<file path="src/rtl/proc_fetch_ctrl.sv">
// Instruction-fetch sequencer: reads program words from a 1-cycle ROM, issues them to the
// bus processor with a one-cycle Run pulse and waits for Done. Optional macro PFC_SINGLE_STEP_EN.
module proc_fetch_ctrl #(
    parameter int                ADDR_W     = 8,
    parameter logic [ADDR_W-1:0] START_ADDR = '0,
    parameter int                WDOG_MAX   = 4
) (
    input  logic              Clock,
    input  logic              Resetn,
    input  logic              Start,
    output logic [ADDR_W-1:0] Addr,
    input  logic [15:0]       RomQ,
    output logic [15:0]       DIN,
    output logic              Run,
    input  logic              Done,
    output logic [ADDR_W-1:0] PC,
    output logic              Busy,
    output logic              Halted,
`ifdef PFC_SINGLE_STEP_EN
    output logic              Fault,
    input  logic              Step
`else
    output logic              Fault
`endif
);

    localparam int            CW      = $clog2(WDOG_MAX + 1);
    localparam logic [CW-1:0] CNT_ONE = CW'(1);
    localparam logic [CW-1:0] CNT_MAX = CW'(WDOG_MAX);

    localparam logic [2:0] OP_MV   = 3'b000;
    localparam logic [2:0] OP_MVI  = 3'b001;
    localparam logic [2:0] OP_ADD  = 3'b010;
    localparam logic [2:0] OP_SUB  = 3'b011;
    localparam logic [2:0] OP_HALT = 3'b111;

    typedef enum logic [2:0] {
        S_IDLE,
        S_FETCH,
        S_ISSUE,
        S_EXEC,
        S_HALT,
        S_FAULT
`ifdef PFC_SINGLE_STEP_EN
        , S_PAUSE
`endif
    } state_t;

    state_t            state_q, state_d;
    logic [ADDR_W-1:0] pc_q, pc_d;
    logic [CW-1:0]     cnt_q, cnt_d;
    logic              mvi_q, mvi_d;

`ifdef PFC_SINGLE_STEP_EN
    logic step_q;

    always_ff @(posedge Clock or negedge Resetn) begin
        if (!Resetn) step_q <= 1'b0;
        else         step_q <= Step;
    end
`endif

    always_ff @(posedge Clock or negedge Resetn) begin
        if (!Resetn) begin
            state_q <= S_IDLE;
            pc_q    <= START_ADDR;
            cnt_q   <= '0;
            mvi_q   <= 1'b0;
        end else begin
            state_q <= state_d;
            pc_q    <= pc_d;
            cnt_q   <= cnt_d;
            mvi_q   <= mvi_d;
        end
    end

    always_comb begin
        state_d = state_q;
        pc_d    = pc_q;
        cnt_d   = cnt_q;
        mvi_d   = mvi_q;
        Addr    = pc_q;
        DIN     = '0;
        Run     = 1'b0;
        case (state_q)
            S_IDLE: if (Start) state_d = S_FETCH;
            S_FETCH: state_d = S_ISSUE;
            S_ISSUE: begin
                case (RomQ[8:6])
                    OP_MV, OP_ADD, OP_SUB: begin
                        DIN     = RomQ;
                        Run     = 1'b1;
                        cnt_d   = CNT_ONE;
                        mvi_d   = 1'b0;
                        state_d = S_EXEC;
                    end
                    OP_MVI: begin
                        // Point the ROM at the immediate so it lands on RomQ in the first EXEC cycle.
                        DIN     = RomQ;
                        Run     = 1'b1;
                        Addr    = pc_q + ADDR_W'(1);
                        cnt_d   = CNT_ONE;
                        mvi_d   = 1'b1;
                        state_d = S_EXEC;
                    end
                    OP_HALT: state_d = S_HALT;
                    default: state_d = S_FAULT;
                endcase
            end
            S_EXEC: begin
                if (mvi_q && cnt_q == CNT_ONE) DIN = RomQ;
                if (Done) begin
                    pc_d  = pc_q + (mvi_q ? ADDR_W'(2) : ADDR_W'(1));
                    cnt_d = '0;
`ifdef PFC_SINGLE_STEP_EN
                    state_d = S_PAUSE;
`else
                    state_d = S_FETCH;
`endif
                end else if (cnt_q == CNT_MAX) begin
                    cnt_d   = '0;
                    state_d = S_FAULT;
                end else begin
                    cnt_d = cnt_q + CNT_ONE;
                end
            end
            S_HALT, S_FAULT: begin
                if (Start) begin
                    pc_d    = START_ADDR;
                    state_d = S_FETCH;
                end
            end
`ifdef PFC_SINGLE_STEP_EN
            S_PAUSE: if (Step && !step_q) state_d = S_FETCH;
`endif
            default: state_d = S_IDLE;
        endcase
    end

    assign PC     = pc_q;
    assign Busy   = (state_q == S_FETCH) || (state_q == S_ISSUE) || (state_q == S_EXEC);
    assign Halted = (state_q == S_HALT);
    assign Fault  = (state_q == S_FAULT);

endmodule
</file>
<file path="config.mk">
export PLATFORM = sky130hd
export DESIGN_NAME = proc_fetch_ctrl
export DESIGN_NICKNAME = d
export VERILOG_FILES = /design/src/rtl/proc_fetch_ctrl.sv
export SDC_FILE = /design/constraint.sdc
export NUM_CORES = 1
export LEC_CHECK = 0
export ABC_CLOCK_PERIOD_IN_PS = 2100
export CAP_MARGIN = 20
export CORE_MARGIN = 2
export CORE_UTILIZATION = 37
export CTS_CLUSTER_DIAMETER = 150
export DETAILED_ROUTE_END_ITERATION = 10
export PLACE_DENSITY = 0.82
export SETUP_SLACK_MARGIN = 0.4
export SLEW_MARGIN = 30
export SYNTH_ARGS = -nofsm -noshare
export SYNTH_HDL_FRONTEND = slang
export SYNTH_SLANG_ARGS = --single-unit
</file>
<file path="constraint.sdc">
create_clock -name Clock -period 2.1 [get_ports Clock]
set_input_delay 0.42 -clock Clock [delete_from_list [all_inputs] [get_ports Clock]]
set_output_delay 0.42 -clock Clock [all_outputs]
set_load 0.01 [all_outputs]
</file>
==> summary.txt <==
Synth
  • Mean post-synth cell area: 8.86 sq um
  • Cells after synthesis: about 130
  • #FFs+latches synth: 15
  • Post-synth top flop: sky130_fd_sc_hd__dfrtp_1
  • Yosys cell types: 40
  • Net count after synthesis: between 150 and 200
  • Dominant cells by area after synthesis: sky130_fd_sc_hd__dfrtp_1 (32%), sky130_fd_sc_hd__and2_1 (9.7%), sky130_fd_sc_hd__ha_1 (6.5%)
  • Post-synth ARST share: between 90% and 100%
  • Yosys Warn Count: 0
  • Syn Std Cell Area: 1160 sq um
  • Share of the synthesized area in the top cell type: 32.3%
  • Library cell occupying the most area in the post-synthesis netlist: sky130_fd_sc_hd__dfrtp_1
  • Number of enable-type register cells in the synthesized netlist: 0
  • Register area share after synthesis: 32.3%

Final layout
  • Diodes inserted: 0
  • Number of nets in the final layout: 266
  • Fraction of layout cells with a size suffix above 1: 55.0%
  • Number of fill cells in the layout: between 150 and 200
  • Area Growth Syn to Fin: 112%
  • Final cell area excluding filler cells: 2460 sq um
  • FF/Latch Area: approximately 380 sq um
  • Area taken by multi-input logic gates: 946 sq um
  • Number of non-filler instances in the completed layout: 282

Drt
  • Detailed-route vias per instance: 5.30
  • Iteration-0 DRC count of the detailed router: 70
  • Routed vias: 1495
  • Remaining antenna violation count: 0
  • Average wire length per cell after detail routing: 17.9 um
  • Number of remaining DRC errors: 0
  • Wire length reported by the detailed router: about 5 mm
  • Total iterations of the first detailed-routing run: 4

Run status
  • Violations in the final reports: setup timing
  • Run status: finished with violations

Timing
  • Post-layout minimum cycle time: ~2600 ps
  • Worst clock skew: 9.71 ps
  • Worst setup slack after layout: -456 ps
  • Final Hold Fails: 0
  • Final setup violation count: 25
  • Rel. slew slack: 50.8%
  • Worst slew pin tran: 736 ps
  • Share of the clock period used by the worst path: 122%
  • Timing-limited maximum frequency: 391 MHz
  • RSZ-0062 raised after global routing: yes
  • Pins over their slew limit: 0

Critical path
  • Critical Path Start Type: register
  • Setup crit end kind: output pin
  • Sum of buffers and inverters on the critical path: 6
  • Critical path start-end classification: reg -> out
  • Critical path cell sequence: buf_4, buf_6, nand3b_1, o31ai_4, clkbuf_16, buf_6, buf_6, and2_4, buf_6
  • Internal reg-to-reg setup slack: 50 ps
  • Number of cells on the worst reg-to-reg path: 9
  • End of the worst register-to-register path: PC[4]
  • Maximum single-stage delay on the critical path: 410 ps
  • Source of the worst register-to-register timing path: state_q[2]
  • Data arrival at the endpoint of the critical path: 2140 ps
  • Maximum fanout encountered on the critical timing path: 4
  • Slowest CP cell: sky130_fd_sc_hd__dfrtp_1
  • Cell type group with the largest total delay on the critical path: buffers and inverters
  • Worst Path Required: ~1700 ps
  • Most used cell, CP: sky130_fd_sc_hd__buf_6

Die
  • Rows: 20
  • Area enclosed by the die boundary: 3600 sq um
  • Die width: 60.0 um
  • Starting Density: 38.3%
  • Area of the core region: between 3000 and 4000 sq um
  • Io pins: between 50 and 60
  • Chip Height: 60.0 um

Clock network
  • Reg clk slew, reported paths: 100 ps
  • Sink count of the clock tree: 15
  • Hold buffer count at cts: 0
  • Buffer depth of the longest clock path: 2
  • Level count of the clock H-tree: 1
  • Cts bufs inserted: 3
  • Clk root buf: sky130_fd_sc_hd__clkbuf_4
  • Insertion delay of the later-clocked pin in the worst-skew pair: about 300 ps
  • CTS tree: yes

GRT
  • Vias in the first global route: 1532
  • Grt ovf: 0
  • Pin count of the biggest net entering global routing: 16
  • Wire length of the first global-routing pass: between 7 and 8 mm
  • Number of antenna violations at the first check in global routing: 0
  • Tot GR Track Use: 28.5%

Power and ir drop
  • Clk pwr share: 7.1%
  • Worst IR Drop VDD: 698 uV
  • Leakage power of the design: 0.00125 uW
  • Power density normalized to cell area: 998 nW/um^2
  • Fraction of power consumed by combinational cells: about 76%
  • Fraction of power spent switching nets: 41.2%
  • Net switching power: 1010 uW
  • Share of power burned in registers: 17.4%
  • Internal power of the cells: ~1400 uW

Min path
  • Hold Path Class: in -> async

Placement
  • Number of placed cells counting well taps: 251
  • Routability congestion estimate: 0.810
  • Post-placement cell area: 2030 sq um
  • Input/output buffers: 55
  • Half-perimeter wire length after placement: 2.85 mm

Flow run
  • Count of max-cap constraint violations: 0
## timing repair
| item | 4_1_cts | 5_1_grt |
|---|---|---|
| pin swaps | 25 | 12 |
| endpoints found under the setup margin | 39 | 37 |
| gates resized for setup | 178 | 25 |
| buffers inserted | 18 | 7 |
| gates cloned | 2 | 0 |
## worst max path at each step
| stage | startpoint | end | cells after the start |
|---|---|---|---|
| after floorplan | RomQ[8] | Addr[1] | 4 |
| after global placement | RomQ[8] | Addr[4] | 7 |
| after detailed placement | RomQ[8] | Addr[3] | 7 |
| after CTS | state_q[2] | Addr[3] | 6 |
| after global routing | state_q[2] | Addr[3] | 6 |
| final | state_q[2] | DIN[15] | 9 |
## power by group through the flow
stage,Clock (uW),Combinational [uW],Sequential [uW]
after floorplan,0,608,473
after global placement,0,1240,415
after detailed placement,0,1310,421
after CTS,174,1600,418
after global routing,192,1960,433
final,175,1850,427
## sequential cells by signal, indices dropped and copies added (netlist names)
| register | flops |
|---|---|
| cnt_q | 3 |
| mvi_q | 1 |
| PC | 8 |
| state_q | 3 |
## cell usage after synthesis (3+ instances only)
library cell	n
sky130_fd_sc_hd__clkbuf_1	5
sky130_fd_sc_hd__nand2_1	6
sky130_fd_sc_hd__inv_1	7
sky130_fd_sc_hd__o21ai_0	3
sky130_fd_sc_hd__a31oi_1	3
sky130_fd_sc_hd__xnor2_1	6
sky130_fd_sc_hd__nand4_1	5
sky130_fd_sc_hd__dfrtp_1	15
sky130_fd_sc_hd__nand3_1	3
sky130_fd_sc_hd__and2_1	18
sky130_fd_sc_hd__a21oi_1	7
sky130_fd_sc_hd__ha_1	6
sky130_fd_sc_hd__nand2b_1	4
sky130_fd_sc_hd__o22ai_1	3
sky130_fd_sc_hd__nor2_1	7
sky130_fd_sc_hd__mux2i_1	3
## cell families (layout without fill, tap and decap cells)
kind of cell / count (synthesis) / in the layout / synth area share [%]
simple gates: 57 / 57 / 30.5
compound gates: 28 / 28 / 15.8
flops: 15 / 15 / 32.3
buf+inv: 13 / 120 / 4.31
fa+ha+maj: 7 / 7 / 8.19
xor+xnor: 7 / 7 / 5.28
mux: 4 / 4 / 3.56
## metrics by stage
step / hold WS, ps / power, uW / TNS [ps] / setup slack [ps] / util (%)
floorplan: 124 / 1080 / -332 / -63.7 / -
global placement: 548 / 1660 / -20490 / -885 / 67.0
detailed placement: 557 / 1730 / -20860 / -954 / 67.0
CTS: 555 / 2190 / -7530 / -434 / 76.7
global route: 595 / 2580 / -9850 / -493 / 81.3
finish: 549 / 2460 / -8860 / -456 / 81.3
## per-layer routing
layer,track usage (%),share of wire (%)
met2,53.1,55
met3,5.84,4.1
met5,0,0
met4,7.30,1.6
met1,32.6,39
## cells in the final DEF (no fill, tap or decap), types with 4 or more instances in the layout
cell | synthesis | routed
sky130_fd_sc_hd__nand4_1 | 5 | 5
sky130_fd_sc_hd__dfrtp_1 | 15 | 15
sky130_fd_sc_hd__ha_1 | 6 | 6
sky130_fd_sc_hd__buf_6 | 0 | 40
sky130_fd_sc_hd__clkdlybuf4s50_1 | 0 | 19
sky130_fd_sc_hd__buf_4 | 0 | 31
sky130_fd_sc_hd__and2_4 | 0 | 16
sky130_fd_sc_hd__nor2_1 | 7 | 4
sky130_fd_sc_hd__xnor2_2 | 0 | 6
sky130_fd_sc_hd__buf_2 | 1 | 9
sky130_fd_sc_hd__nand2_1 | 6 | 5
sky130_fd_sc_hd__a21oi_1 | 7 | 6
sky130_fd_sc_hd__inv_1 | 7 | 6
sky130_fd_sc_hd__dlygate4sd2_1 | 0 | 8
## area by class of cell
class	instances	area share, %
Tap cell	44	2.24
Clock inverter	1	0.203
Sequential cell	15	15.3
Timing Repair Buffer	109	41.8
Clock buffer	3	0.915
Multi-Input combinational cell	103	38.4
Inverter	7	1.17
Power figures use the tool's default switching activity.
